**config.mk**
```make
export PLATFORM = sky130hd
export DESIGN_NAME = winner_banner_anim
export DESIGN_NICKNAME = d
export VERILOG_FILES = /design/src/rtl/winner_banner_anim.sv
export SDC_FILE = /design/constraint.sdc
export NUM_CORES = 1
export LEC_CHECK = 0
export CORE_ASPECT_RATIO = 0.9
export CORE_UTILIZATION = 50
export CTS_CLUSTER_DIAMETER = 80
export DETAILED_ROUTE_END_ITERATION = 16
export PLACE_DENSITY_LB_ADDON = 0.25
export SYNTH_ARGS = -nofsm -noshare
export SYNTH_HDL_FRONTEND = slang
export SYNTH_SLANG_ARGS = --single-unit
```
**constraint.sdc**
```tcl
create_clock -name clk -period 9.2 [get_ports clk]
set_clock_uncertainty 0.2 [all_clocks]
set_input_delay 2.3 -clock clk [delete_from_list [all_inputs] [get_ports clk]]
set_output_delay 2.3 -clock clk [all_outputs]
set_load 0.05 [all_outputs]
```
**src/rtl/winner_banner_anim.sv**
```systemverilog
// End-of-game "END" banner overlay: latches winner/column on game over, slides the
// glyph down to a target row, blinks it, then holds. Registered per-pixel hit output.
module winner_banner_anim #(
    parameter int SCALE_LOG2    = 0,
    parameter int COL_PITCH     = 92,
    parameter int X_OFFSET      = 10,
    parameter int H_ACTIVE      = 640,
    parameter int Y_TARGET      = 200,
    parameter int SLIDE_STEP    = 4,
    parameter int BLINK_FRAMES  = 15,
    parameter int BLINK_TOGGLES = 6
) (
    input  logic       clk,
    input  logic       rst,
    input  logic       frame_tick,
    input  logic [9:0] x,
    input  logic [9:0] y,
    input  logic       fin_juego,
    input  logic [2:0] columna,
    input  logic [1:0] ganador,
    output logic       show,
    output logic [1:0] show_player,
    output logic       busy
);
    localparam int GW = 70 << SCALE_LOG2;
    localparam int GH = 30 << SCALE_LOG2;
    localparam int CW = (BLINK_FRAMES > 1) ? $clog2(BLINK_FRAMES) : 1;
    localparam int TW = $clog2(BLINK_TOGGLES + 1);

    typedef enum logic [1:0] {IDLE, SLIDE, BLINK, HOLD} state_t;

    state_t        state_q, state_d;
    logic [10:0]   cur_y_q, cur_y_d;
    logic [CW-1:0] cnt_q, cnt_d;
    logic [TW-1:0] tog_q, tog_d;
    logic          vis_q, vis_d;
    logic [2:0]    col_q, col_d;
    logic [1:0]    win_q, win_d;
    logic          fin_q;
    logic          show_q;
    logic [1:0]    sp_q;

    logic          start;
    logic [9:0]    cx_raw;
    logic [10:0]   cx, x11, y11, dx, dy, y_step;
    logic [6:0]    u, v;
    logic          in_box, e_hit, n_hit, d_hit, show_next;

    assign start = fin_juego & ~fin_q;

    always_comb begin
        state_d = state_q;
        cur_y_d = cur_y_q;
        cnt_d   = cnt_q;
        tog_d   = tog_q;
        vis_d   = vis_q;
        col_d   = col_q;
        win_d   = win_q;
        y_step  = cur_y_q + 11'(SLIDE_STEP);
        if (!fin_juego) begin
            state_d = IDLE;
        end else begin
            case (state_q)
                IDLE: if (start) begin
                    state_d = SLIDE;
                    col_d   = columna;
                    win_d   = ganador;
                    cur_y_d = '0;
                    vis_d   = 1'b1;
                end
                SLIDE: if (frame_tick) begin
                    if (y_step >= 11'(Y_TARGET)) begin
                        cur_y_d = 11'(Y_TARGET);
                        state_d = BLINK;
                        cnt_d   = '0;
                        tog_d   = '0;
                    end else begin
                        cur_y_d = y_step;
                    end
                end
                BLINK: if (frame_tick) begin
                    if (cnt_q == CW'(BLINK_FRAMES - 1)) begin
                        cnt_d = '0;
                        tog_d = tog_q + 1'b1;
                        if (tog_d == TW'(BLINK_TOGGLES)) begin
                            state_d = HOLD;
                            vis_d   = 1'b1;
                        end else begin
                            vis_d = ~vis_q;
                        end
                    end else begin
                        cnt_d = cnt_q + 1'b1;
                    end
                end
                default: vis_d = 1'b1;
            endcase
        end
    end

    // Banner left edge, pulled in so a wide glyph never runs past the right border
    always_comb begin
        cx_raw = 10'(int'(col_q) * COL_PITCH + X_OFFSET);
        cx     = ({1'b0, cx_raw} + 11'(GW) > 11'(H_ACTIVE)) ? 11'(H_ACTIVE - GW) : {1'b0, cx_raw};
        x11    = {1'b0, x};
        y11    = {1'b0, y};
        in_box = (x11 >= cx) && (x11 < cx + 11'(GW)) &&
                 (y11 >= cur_y_q) && (y11 < cur_y_q + 11'(GH));
        dx     = x11 - cx;
        dy     = y11 - cur_y_q;
        u      = 7'(dx >> SCALE_LOG2);
        v      = 7'(dy >> SCALE_LOG2);
        e_hit  = (u < 7'd5) ||
                 ((u >= 7'd5) && (u < 7'd15) &&
                  ((v < 7'd3) || ((v >= 7'd11) && (v < 7'd14)) || ((v >= 7'd22) && (v < 7'd30))));
        n_hit  = ((u >= 7'd20) && (u < 7'd25)) || ((u >= 7'd35) && (u < 7'd40)) ||
                 ((u >= 7'd20) && (u < 7'd40) && ((u - 7'd20) == v));
        d_hit  = ((u >= 7'd50) && (u < 7'd55)) ||
                 ((u >= 7'd55) && (u < 7'd65) && ((v < 7'd3) || (v >= 7'd27))) ||
                 ((u >= 7'd65) && (u < 7'd70) && (v >= 7'd3) && (v < 7'd27));
        show_next = (state_q != IDLE) && vis_q && in_box && (e_hit || n_hit || d_hit);
    end

    always_ff @(posedge clk) begin
        if (rst) begin
            state_q <= IDLE;
            cur_y_q <= '0;
            cnt_q   <= '0;
            tog_q   <= '0;
            vis_q   <= 1'b0;
            col_q   <= '0;
            win_q   <= '0;
            fin_q   <= 1'b0;
            show_q  <= 1'b0;
            sp_q    <= '0;
        end else begin
            state_q <= state_d;
            cur_y_q <= cur_y_d;
            cnt_q   <= cnt_d;
            tog_q   <= tog_d;
            vis_q   <= vis_d;
            col_q   <= col_d;
            win_q   <= win_d;
            fin_q   <= fin_juego;
            show_q  <= show_next;
            sp_q    <= show_next ? win_q : 2'd0;
        end
    end

    assign show        = show_q;
    assign show_player = sp_q;
    assign busy        = (state_q == SLIDE) || (state_q == BLINK);
endmodule

```
==> results.json <==
{
  "status": "finished clean",
  "netlist_instances": 474,
  "place_hpwl_um": 6940,
  "required_ps": 9150,
  "seq_power_share": 0.245,
  "cp-start-kind": "flop",
  "async_flop_share": 0,
  "synth_top_area_frac": 0.214,
  "syn_nets": 573,
  "busiest_layer": "met2",
  "die-height_um": 85.3,
  "finalSetupViolations": 0,
  "irDropWorstVdd_mv": 0.0689,
  "finalCritPeriodShare": 0.755,
  "synth_edf_count": 0,
  "die_area_um2": 8060,
  "clock_latency_ps": 280,
  "ant_nets": 0,
  "port_buffers": 32,
  "postRouteWirelength_um": 8620,
  "end_kind": "flop",
  "grt_overflow": 0,
  "drive_above_1_share": 0.0382,
  "route.detailed.drc": 0,
  "grt_max_degree": 23,
  "clock.fmax_mhz": 144,
  "nFillCells": 652,
  "total_power_uw": 522,
  "seq_area_frac_synth": 0.145,
  "intPower_uw": 315,
  "fin_tns_setup_ps": 0,
  "power_density_nw_per_um2": 121,
  "ys_ff_latch": 28,
  "critPathTopFamily": "compound AO/OA/AOI/OAI gates",
  "nets": 598,
  "grtUsageTotal": 0.219,
  "wl_per_cell_um": 14.6,
  "path_buf_inv": 1,
  "numCtsBuffers": 3,
  "die-width_um": 94.5,
  "crit_path_max_incr_delay_ps": 540,
  "yosysTopAreaCell": "ha_1",
  "antenna_cells": 0,
  "antenna_found_initial": 0,
  "area_growth_pct": 11.9,
  "period_minus_slack_ps": 6950,
  "grt_pass1_vias": 3363,
  "finalHoldViolations": 0,
  "hold_buffers": 0,
  "maxSlewViolCount": 0,
  "cts_tree": "built",
  "cp_cell_sequence": "fa_1 > ha_1 > fa_1 > ha_1 > nand2_1 > o31ai_1 > a221oi_1 > o221ai_2 > xor2_2 > a211o_1 > a31oi_4 > nand2_1 > fa_1 > xnor2_1 > inv_1 > ha_1 > nor2b_1 > o21a_1 > o221ai_1 > a21boi_1 > a41oi_1 > o32ai_2 > a211oi_1 > nor4b_1",
  "leakagePower_nw": 1.78,
  "ios": 33,
  "swShare": 0.397,
  "worst_pin_slew_ps": 833,
  "slowest_stage": "dfxtp_1",
  "p_switching_uw": 207,
  "slew_headroom": 0.443,
  "gp_congestion": 0.877,
  "viasPerCell": 5.88,
  "cts_max_path_buffers": 2,
  "grt_setup_unrepaired": "no",
  "grt_pass1_wl_um": 14700,
  "synth_cell_types": 71,
  "post_cts_buffers": 0,
  "dr.pass1.iters": 5,
  "clkTransAtPathRegs_ps": 100,
  "synth_top_cells_by_area": "ha_1 (21%), dfxtp_1 (15%), xnor2_1 (5.7%), nand2_1 (3.8%), inv_1 (3.4%)",
  "cp.arrival_ps": 6900,
  "grt_util_met3": 0.0215,
  "drtIter0Drc": 170,
  "fp-row-count": 29,
  "coreArea_um2": 7260,
  "use_met1": 0.289,
  "crit_path_max_fanout": 9,
  "syn_area_um2": 3850,
  "worstSetupPathType": "flop to flop",
  "start_util": 0.531,
  "min_path_type": "flop to flop",
  "synth-main-ff-cell": "dfxtp_1",
  "cts_root_buf": "clkbuf_8",
  "yosys_warnings": 0,
  "drv_cap": 0,
  "p_clk_frac": 0.187,
  "clkSinkCount": 28,
  "power_frac_comb": 0.568,
  "cts_htree_levels": 1,
  "synth.avg_cell_area_um2": 8.13,
  "grtUsageMet2": 0.394,
  "via_count": 3478,
  "cts.repair.resized": 0
}
-- worst paths after layout --
check | slack [ps] | depth (start not counted) | endpoint | start
worst max-delay path | 2250 | 24 | show_player[0] | col_q[2]
worst min-delay path | 300 | 1 | show_player[0] | win_q[0]
worst max register to register | 2250 | 24 | show_player[0] | col_q[2]
worst min register to register | 300 | 1 | show_player[0] | win_q[0]
-- sequential cells by signal (all words and copies together) (netlist names) --
register	count
cnt_q	4
col_q	3
cur_y_q	9
fin_q	1
show	1
show_player	2
state_q	2
tog_q	3
vis_q	1
win_q	2
-- layout make-up --
cell class,count,area (um^2),share of cell area
Sequential cell,28,561,0.130
Clock inverter,1,30.0,0.00696
Timing Repair Buffer,32,320,0.0743
Clock buffer,3,41.3,0.00958
Multi-Input combinational cell,399,3110,0.722
Tap cell,93,116,0.0270
Inverter,35,131,0.0305
-- layer usage --
metal | vias to the layer above | routed length (um)
met4 | 0 | 74
met3 | 8 | 291
li1 | 1768 | -
met2 | 64 | 4150
met5 | - | 0
met1 | 1638 | 4100
-- worst reg2reg max path, cell delays in order, from the launching register on --
cell,delay [ps]
dfxtp_1,540
fa_1,480
ha_1,240
fa_1,500
ha_1,240
nand2_1,180
o31ai_1,110
a221oi_1,380
o221ai_2,180
xor2_2,220
a211o_1,370
a31oi_4,270
nand2_1,150
fa_1,440
xnor2_1,370
inv_1,240
ha_1,250
nor2b_1,130
o21a_1,180
o221ai_1,170
a21boi_1,90
a41oi_1,260
o32ai_2,130
a211oi_1,400
nor4b_1,110
-- cells in the final DEF (no fill, tap or decap), types with 13 or more instances in the layout --
cell,n
inv_1,35
nor2_1,29
clkdlybuf4s50_1,32
o21ai_0,18
dfxtp_1,28
nand2_1,39
ha_1,66
a21oi_1,25
xnor2_1,25
nand3_1,13
-- cells in the mapped netlist (all sizes together) (6+ instances only) --
library cell  number
nor2b              9
nor4b              6
and3               7
dfxtp             28
a21o              10
clkbuf             7
xor2              10
mux2i              9
a211oi             8
nand3             13
nand2b            11
ha                66
o21ai             19
o21a               8
nand2             39
nor2              29
nor3              12
inv               35
a21oi             25
xnor2             26
-- stage by stage --
step	cell area, um^2	setup slack, ps	std cells	hold WS, ps	util
4_1_cts	4310	2280	591	299	0.594
6_report	4310	2250	591	298	0.594
3_3_place_gp	4240	2550	587	273	0.584
5_1_grt	4310	1680	591	306	0.594
3_5_place_dp	4240	2320	587	282	0.584
2_1_floorplan	3850	3050	474	255	-
-- power by group through the flow --
stage / Sequential (mW) / Combinational, mW / Clock, mW
global route: 0.128 / 0.332 / 0.104
detailed placement: 0.130 / 0.294 / 0
global placement: 0.130 / 0.287 / 0
floorplan: 0.129 / 0.229 / 0
finish: 0.128 / 0.297 / 0.0977
CTS: 0.128 / 0.296 / 0.0991
-- cells by family (layout without fill, tap and decap cells) --
kind of cell | after synthesis | count (layout) | share of synthesized area
AO/OA/AOI/OAI | 127 | 127 | 0.241
other | 2 | 2 | 0.00195
multiplexers | 12 | 12 | 0.0321
XOR/XNOR | 38 | 38 | 0.0974
flip-flops | 28 | 28 | 0.145
adder cells (fa/ha/maj) | 70 | 70 | 0.235
AND/OR/NAND/NOR | 150 | 150 | 0.200
buffers and inverters | 47 | 71 | 0.0471
Power figures use the tool's default switching activity.
